[src/rtl/fft_input_framer.sv]
// Serial-to-parallel framer feeding the 16-point FFT: collects complex samples
// into a ping-pong pair of N-sample banks. Optional input prescaling: FFT_PRESCALE_EN.
module fft_input_framer #(
    parameter int N              = 16,
    parameter int W              = 16,
    parameter int PRESCALE_SHIFT = 4
) (
    input  logic             clk,
    input  logic             rst,
    input  logic             s_valid,
    output logic             s_ready,
    input  logic             s_first,
    input  logic [W-1:0]     s_re,
    input  logic [W-1:0]     s_im,
    output logic             m_valid,
    input  logic             m_ready,
    output logic [N*W-1:0]   m_re,
    output logic [N*W-1:0]   m_im,
    output logic [15:0]      frame_cnt,
    output logic             sync_err
);

    localparam int IW = $clog2(N);
`ifdef FFT_PRESCALE_EN
    localparam bit PRESCALE_EN = 1'b1;
`else
    localparam bit PRESCALE_EN = 1'b0;
`endif
    localparam int APPLIED_SHIFT = PRESCALE_EN ? PRESCALE_SHIFT : 0;

    // Arithmetic shift floors toward -inf, keeping butterfly growth in range.
    function automatic logic signed [W-1:0] prescale(input logic signed [W-1:0] x);
        return x >>> APPLIED_SHIFT;
    endfunction

    logic            wr_bank_q, wr_bank_d;
    logic            rd_bank_q, rd_bank_d;
    logic [IW-1:0]   wr_idx_q, wr_idx_d;
    logic [1:0]      full_q, full_d;
    logic [15:0]     frame_cnt_q, frame_cnt_d;
    logic            sync_err_q, sync_err_d;
    logic [N*W-1:0]  re_q [2];
    logic [N*W-1:0]  im_q [2];

    logic            accept;
    logic            rel;
    logic            resync;
    logic [IW-1:0]   wr_lane;
    int              lane_base;
    logic signed [W-1:0] re_scaled;
    logic signed [W-1:0] im_scaled;

    assign s_ready   = !full_q[wr_bank_q];
    assign m_valid   = full_q[rd_bank_q];
    assign accept    = s_valid && s_ready;
    assign rel       = m_valid && m_ready;
    assign resync    = accept && s_first && (wr_idx_q != '0);
    assign wr_lane   = resync ? '0 : wr_idx_q;
    assign lane_base = int'(wr_lane) * W;
    assign re_scaled = prescale(s_re);
    assign im_scaled = prescale(s_im);

    assign m_re      = re_q[rd_bank_q];
    assign m_im      = im_q[rd_bank_q];
    assign frame_cnt = frame_cnt_q;
    assign sync_err  = sync_err_q;

    // Release and write completion always target different banks, so both may land together.
    always_comb begin
        wr_bank_d   = wr_bank_q;
        rd_bank_d   = rd_bank_q;
        wr_idx_d    = wr_idx_q;
        full_d      = full_q;
        frame_cnt_d = frame_cnt_q;
        sync_err_d  = sync_err_q;
        if (rel) begin
            full_d[rd_bank_q] = 1'b0;
            rd_bank_d         = ~rd_bank_q;
            frame_cnt_d       = frame_cnt_q + 16'd1;
        end
        if (accept) begin
            if (resync) begin
                wr_idx_d   = IW'(1);
                sync_err_d = 1'b1;
            end else if (wr_idx_q == IW'(N-1)) begin
                full_d[wr_bank_q] = 1'b1;
                wr_bank_d         = ~wr_bank_q;
                wr_idx_d          = '0;
            end else begin
                wr_idx_d = wr_idx_q + IW'(1);
            end
        end
    end

    always_ff @(posedge clk or posedge rst) begin
        if (rst) begin
            wr_bank_q   <= 1'b0;
            rd_bank_q   <= 1'b0;
            wr_idx_q    <= '0;
            full_q      <= '0;
            frame_cnt_q <= '0;
            sync_err_q  <= 1'b0;
        end else begin
            wr_bank_q   <= wr_bank_d;
            rd_bank_q   <= rd_bank_d;
            wr_idx_q    <= wr_idx_d;
            full_q      <= full_d;
            frame_cnt_q <= frame_cnt_d;
            sync_err_q  <= sync_err_d;
        end
    end

    // Banks are cleared on reset so the output bus reads zero until a frame lands.
    always_ff @(posedge clk or posedge rst) begin
        if (rst) begin
            re_q[0] <= '0;
            re_q[1] <= '0;
            im_q[0] <= '0;
            im_q[1] <= '0;
        end else if (accept) begin
            re_q[wr_bank_q][lane_base +: W] <= re_scaled;
            im_q[wr_bank_q][lane_base +: W] <= im_scaled;
        end
    end

endmodule
[config.mk]
export PLATFORM = sky130hd
export DESIGN_NAME = fft_input_framer
export DESIGN_NICKNAME = d
export VERILOG_FILES = /design/src/rtl/fft_input_framer.sv
export SDC_FILE = /design/constraint.sdc
export NUM_CORES = 2
export LEC_CHECK = 0
export BUFFER_PORTS_ARGS = -buffer_cell sky130_fd_sc_hd__buf_2
export CORE_UTILIZATION = 25
export DETAILED_ROUTE_END_ITERATION = 8
export RECOVER_POWER = 50
export SETUP_SLACK_MARGIN = 0.1
export SLEW_MARGIN = 20
export SYNTH_ARGS = -nofsm -noshare
export SYNTH_HDL_FRONTEND = slang
export SYNTH_SLANG_ARGS = --single-unit
[constraint.sdc]
create_clock -name clk -period 71.9 [get_ports clk]
set_input_delay 7.19 -clock clk [delete_from_list [all_inputs] [get_ports clk]]
set_output_delay 7.19 -clock clk [all_outputs]
set_load 0.02 [all_outputs]
### Word-level counts from Yosys, hierarchy flattened

Index checks and enable logic that the tools add are counted.

* input port bits: 37
* output and inout bits: 531
* bits in read-only memories: 0
* latch bits: 0
* memories: 0
* RAM bits: 0
* register bits: 1049

* reduce and logical (&&, ||, !) cells: 11
* multiplexer cells: 25
* shift-type cells: 3
* bitwise gates (word level): 8
* divide/modulo/power cells: 0
* multipliers: 0
* equal/unequal tests: 1
* $add $sub $neg: 3
* order comparisons: 7

Operators by type and width (number)
* $mux 256: 7
* $bwmux 512: 2
* $shiftx 16x33->256: 2
* $demux 256 s1: 1
* $shift 16x33->256 const A: 1
* $neg 8->33: 1
* $add 16x1->16 const B: 1
* $mux 4: 3
* $mux 2: 4
* $logic_and 1x1->1: 7
* $mux 1: 6
* $add 4x1->4 const B: 1
* $eq 4x4->1 const B: 1
* $ge 2x2->1 const B: 2
* $lt 1x2->1 const B: 2
* $not 1->2: 2
* $reduce_bool 4->1: 1
* $not 1->1: 3
* $reduce_and 3->1: 1
* $and 2x2->2: 1
* $demux 1 s1: 2
* $ge 1x1->1 const B: 2
* $lt 2x1->1 const B: 1
* $not 2->2: 1
* 3 further kinds: 3

### Longest topological paths before layout

* depth after elaboration: 12
* mapped depth: 16

### Worst setup path before layout

No wires, ideal clock.

* path kind: input -> register
* from: in s_valid
* to: reg im_q[192] (netlist name)
* required time: 71.775 ns
* stages on the path: 13
* arrival: 10.108 ns
* buffers on the path: 5
* setup time: 0.125 ns
* slack: 61.667 ns
* cells stage by stage: clkbuf_1 > nand4_1 > buf_2 > nand2_1 > ha_1 > buf_1 > nand3_1 > a2bb2o_1 > a32oi_4 > buf_12 > nor4_4 > buf_6 > mux2_4

* longest elaborated chain between the ends: 9
* elaborated cells between the ends (all ways): 10
* classes of those cells: 1 x add/sub; 2 x shift; 4 x mux; 3 x reduce/logical

RTL lines
* start: declaration: line 10 `input logic s_valid,`
* $logic_and 1x1->1 *: line 55 `assign accept = s_valid && s_ready;`
* $logic_and 1x1->1 (2 in a row): line 57 `assign resync = accept && s_first && (wr_idx_q != '0);`
* $mux 4: line 58 `assign wr_lane = resync ? '0 : wr_idx_q;`
* $neg 8->33: line 122 `im_q[wr_bank_q][lane_base +: W] <= im_scaled;`
* $shift 16x33->256: line 122
* $mux 256 (not written as such): line 122
* $demux 256 s1: line 122
* $bwmux 512: line 122
* end signal: indexed assignment: line 122
* end: declaration: line 43 `logic [N*W-1:0] im_q [2];`

Mark *: on every way between the ends. The rest lies on a longest branch, timed or not.
A chain may end at the register's enable or synchronous reset.

==> run metrics <==
Distinct cells, synth=51; Post-Route WL=151 mm; violated checks=max-capacitance violations, max-slew violations; RD Place Congestion=0.786; worst min path class=register to register; CP endpoint kind=async pin; H-tree levels=3; final worst path period need=21.70 ns; total gr overflow=0; Ys Warns=0; drt initial violations=1,327; Mapped Nets=roughly 3,200; Remaining DRCs=0; status=complete, but fails checks; DR WL/cell=24.3 µm; MaxCap Viol Count=28; WS Path Type=input port to async pin; largest net degree at the start of global routing=192; share of cells above drive strength 1=60.8%; CTS clock-pin slew for the worst setup and hold paths=0.05 ns; Post-DP Area=52,800 µm²; Slew Limit Fails=1,395; top cell type's share of synthesized area=between 50% and 60%; Post-Synth XOR/XNOR Area=0.370%; register area share after synthesis=55.1%; Max Buffers Root-to-Sink=3; Die W=around 440 µm; Resized cells post-CTS=0; synthesis-to-layout area growth=18.9%; Setup TNS Final=0 ns; cell leakage power=28.4 nW; fraction of registers with async set or reset after synthesis=100%; crit share post-route=30.2%; pwr/cell area=32.3 nW/µm²; CTS buffer count=approximately 120; Fin Clk Skew=0.0470 ns; Post-DP HPWL=97.2 mm; first-pass GRT wire length=217 mm; post-synthesis simple-gate area fraction=3.43%; CP Launch Type=input port; main combinational cell family by area after synthesis=multiplexers; cell chosen for the clock root=clkbuf_16; compound-cell area share of the yosys netlist=0.349%; Mean Syn Cell Area=15.2 µm²; critical path arrival=around 21 ns; Layout Nets=3,667; Layout Cells excl Fill=6,215; CP max FO=135; die area=192,000 µm²; Critical Path RT=70.99 ns; placed cells=5,998; vias in the first global route=29,700; post-synthesis mux area share=37.8%; Slew headroom=-376%; CTS tree=built; design area=56,600 µm²; Worst Setup SP=rst; Worst Tran Pin Value=between 7 and 8 ns; Yosys top cell by area=dfrtp_1; worst vdd ir=21.1 µV; Final Setup Violations=0; EDFF count, synth=0; I/O Buffers=567; total setup buffers inserted after CTS=0; Final ANT Viol Nets=0; register bit count reported by yosys=1,049; GRT Overall Usage=15.4%; Initial Util=25.3%; largest cells by area after synthesis=dfrtp_1, mux2_2, mux2_4; Finished Core Util=30.1%; mean number of vias per cell=4.50; TritonRoute pass-1 iters=5; Mapped Cells=3,132; final hold slack=between 0.4 and 0.5 ns; Fmax achieved=46.1 MHz; post-synthesis instance area=between 40,000 and 50,000 µm²; final-report hold violation count=0; FP Rows=approximately 160; I/O pin cnt=568; initial antenna violation count=20; dominant synthesized flop cell=dfrtp_1; Hold Crit Start=sync_err; Synth Area in Adders=less than 1%; RSZ-0062 raised after global routing=false; Post-CTS Hold Fix Bufs=0; via count=28,000; TritonCTS Sinks=1,049; core area=around 190,000 µm²; worst r2r src=wr_idx_q[0]; Die H=438 µm; worst-skew pair later-pin latency=0.80 ns
[layout make-up]
class / instances / area (µm²)
diodes: 8 / 20.0
inverters: 11 / 43.8
clock inverters: 36 / 578
well taps: 2495 / 3120
multi-input cells: 1820 / 20100
repair buffers: 626 / 3130
fillers: 18900 / 132000
clock buffers: 170 / 3410
flip-flops and latches: 1049 / 26300
[power by group]
group          internal [mW]  total, mW  switching, mW
registers              0.668      0.712         0.0445
logic                  0.198      0.498          0.300
clock network          0.358      0.616          0.258
[flip-flops by register name, summed over array words and instances, names as in the netlist]
signal / cells
im_q: 512
re_q: 512
frame_cnt: 16
wr_idx_q: 4
full_q: 2
rd_bank_q: 1
sync_err: 1
wr_bank_q: 1
[worst max-delay path: stages]
cell and delay (ns):
clkbuf_1 0.09, clkinvlp_2 2.98, clkbuf_1 2.73, clkbuf_1 2.30, clkbuf_1 5.12
[cells in the final DEF (no fill, tap or decap), types with 2 or more instances in the layout]
| cell type | count |
|---|---|
| a21oi_1 | 4 |
| or2_2 | 3 |
| nor3_4 | 10 |
| xnor2_1 | 12 |
| mux2_1 | 47 |
| and3_1 | 81 |
| nand2b_1 | 4 |
| inv_1 | 9 |
| dfrtp_1 | 1049 |
| clkinv_4 | 2 |
| clkbuf_16 | 117 |
| nand4_1 | 5 |
| buf_2 | 508 |
| bufinv_16 | 8 |
| xor2_1 | 5 |
| diode_2 | 8 |
| buf_4 | 31 |
| nor2_1 | 12 |
| nand2_1 | 15 |
| nand3_1 | 14 |
| clkbuf_8 | 28 |
| nor3_1 | 7 |
| nand3_2 | 9 |
| ha_1 | 5 |
| mux2_2 | 1321 |
| clkinv_2 | 12 |
| o21ai_0 | 7 |
| nor4_4 | 10 |
| clkbuf_1 | 111 |
| clkinv_16 | 6 |
| clkinvlp_4 | 6 |
| and2_1 | 45 |
| nor4_1 | 4 |
| and4_1 | 6 |
| mux2_4 | 171 |
| nor2_4 | 2 |
| and2_0 | 3 |
[through the flow]
step | worst slack [ns] | power (mW)
6_report | 50.20 | 1.83
5_1_grt | 47.08 | 1.90
4_1_cts | 58.79 | 1.85
3_5_place_dp | 59.38 | 1.23
3_3_place_gp | 59.52 | 1.22
2_1_floorplan | 35.18 | 1.05
[kinds of logic (layout without fill, tap and decap cells)]
kind of cell,after synthesis,count (layout)
compound gates,21,21
xor+xnor,18,18
fa+ha+maj,5,5
buf+inv,263,843
flops,1049,1049
mux,1540,1540
other cells,0,8
simple gates,236,236
[cell usage after synthesis (9+ instances only)]
master	count
inv_1	10
nand2_1	15
nor3_4	9
buf_6	33
mux2_4	171
nand3_1	21
and3_1	82
and2_1	46
mux2_2	1325
dfrtp_1	1049
xnor2_1	11
buf_2	46
nor2_1	14
mux2_1	43
clkbuf_1	154
buf_4	10
[routing by layer]
layer  GRT usage [%]  vias up  part of all wire [%]
met5               0        -                     0
met4            6.04        0                   4.0
met3            2.05      209                   3.5
met2            26.1      624                    50
met1            19.7    15000                    43
li1                -    12200                     -
[worst paths after layout]
| path | end | slack [ns] | cells after the start |
|---|---|---|---|
| max in group clk | m_im[107] | 57.87 | 6 |
| worst max register to register | im_q[415] | 65.04 | 11 |
| worst min register to register | sync_err | 0.47 | 1 |
| worst max-delay path | im_q[306] | 50.20 | 5 |
| min in group asynchronous | re_q[47] | 8.10 | 2 |
| worst min-delay path | sync_err | 0.47 | 1 |
No activity file was read; power rests on OpenSTA's default activity.
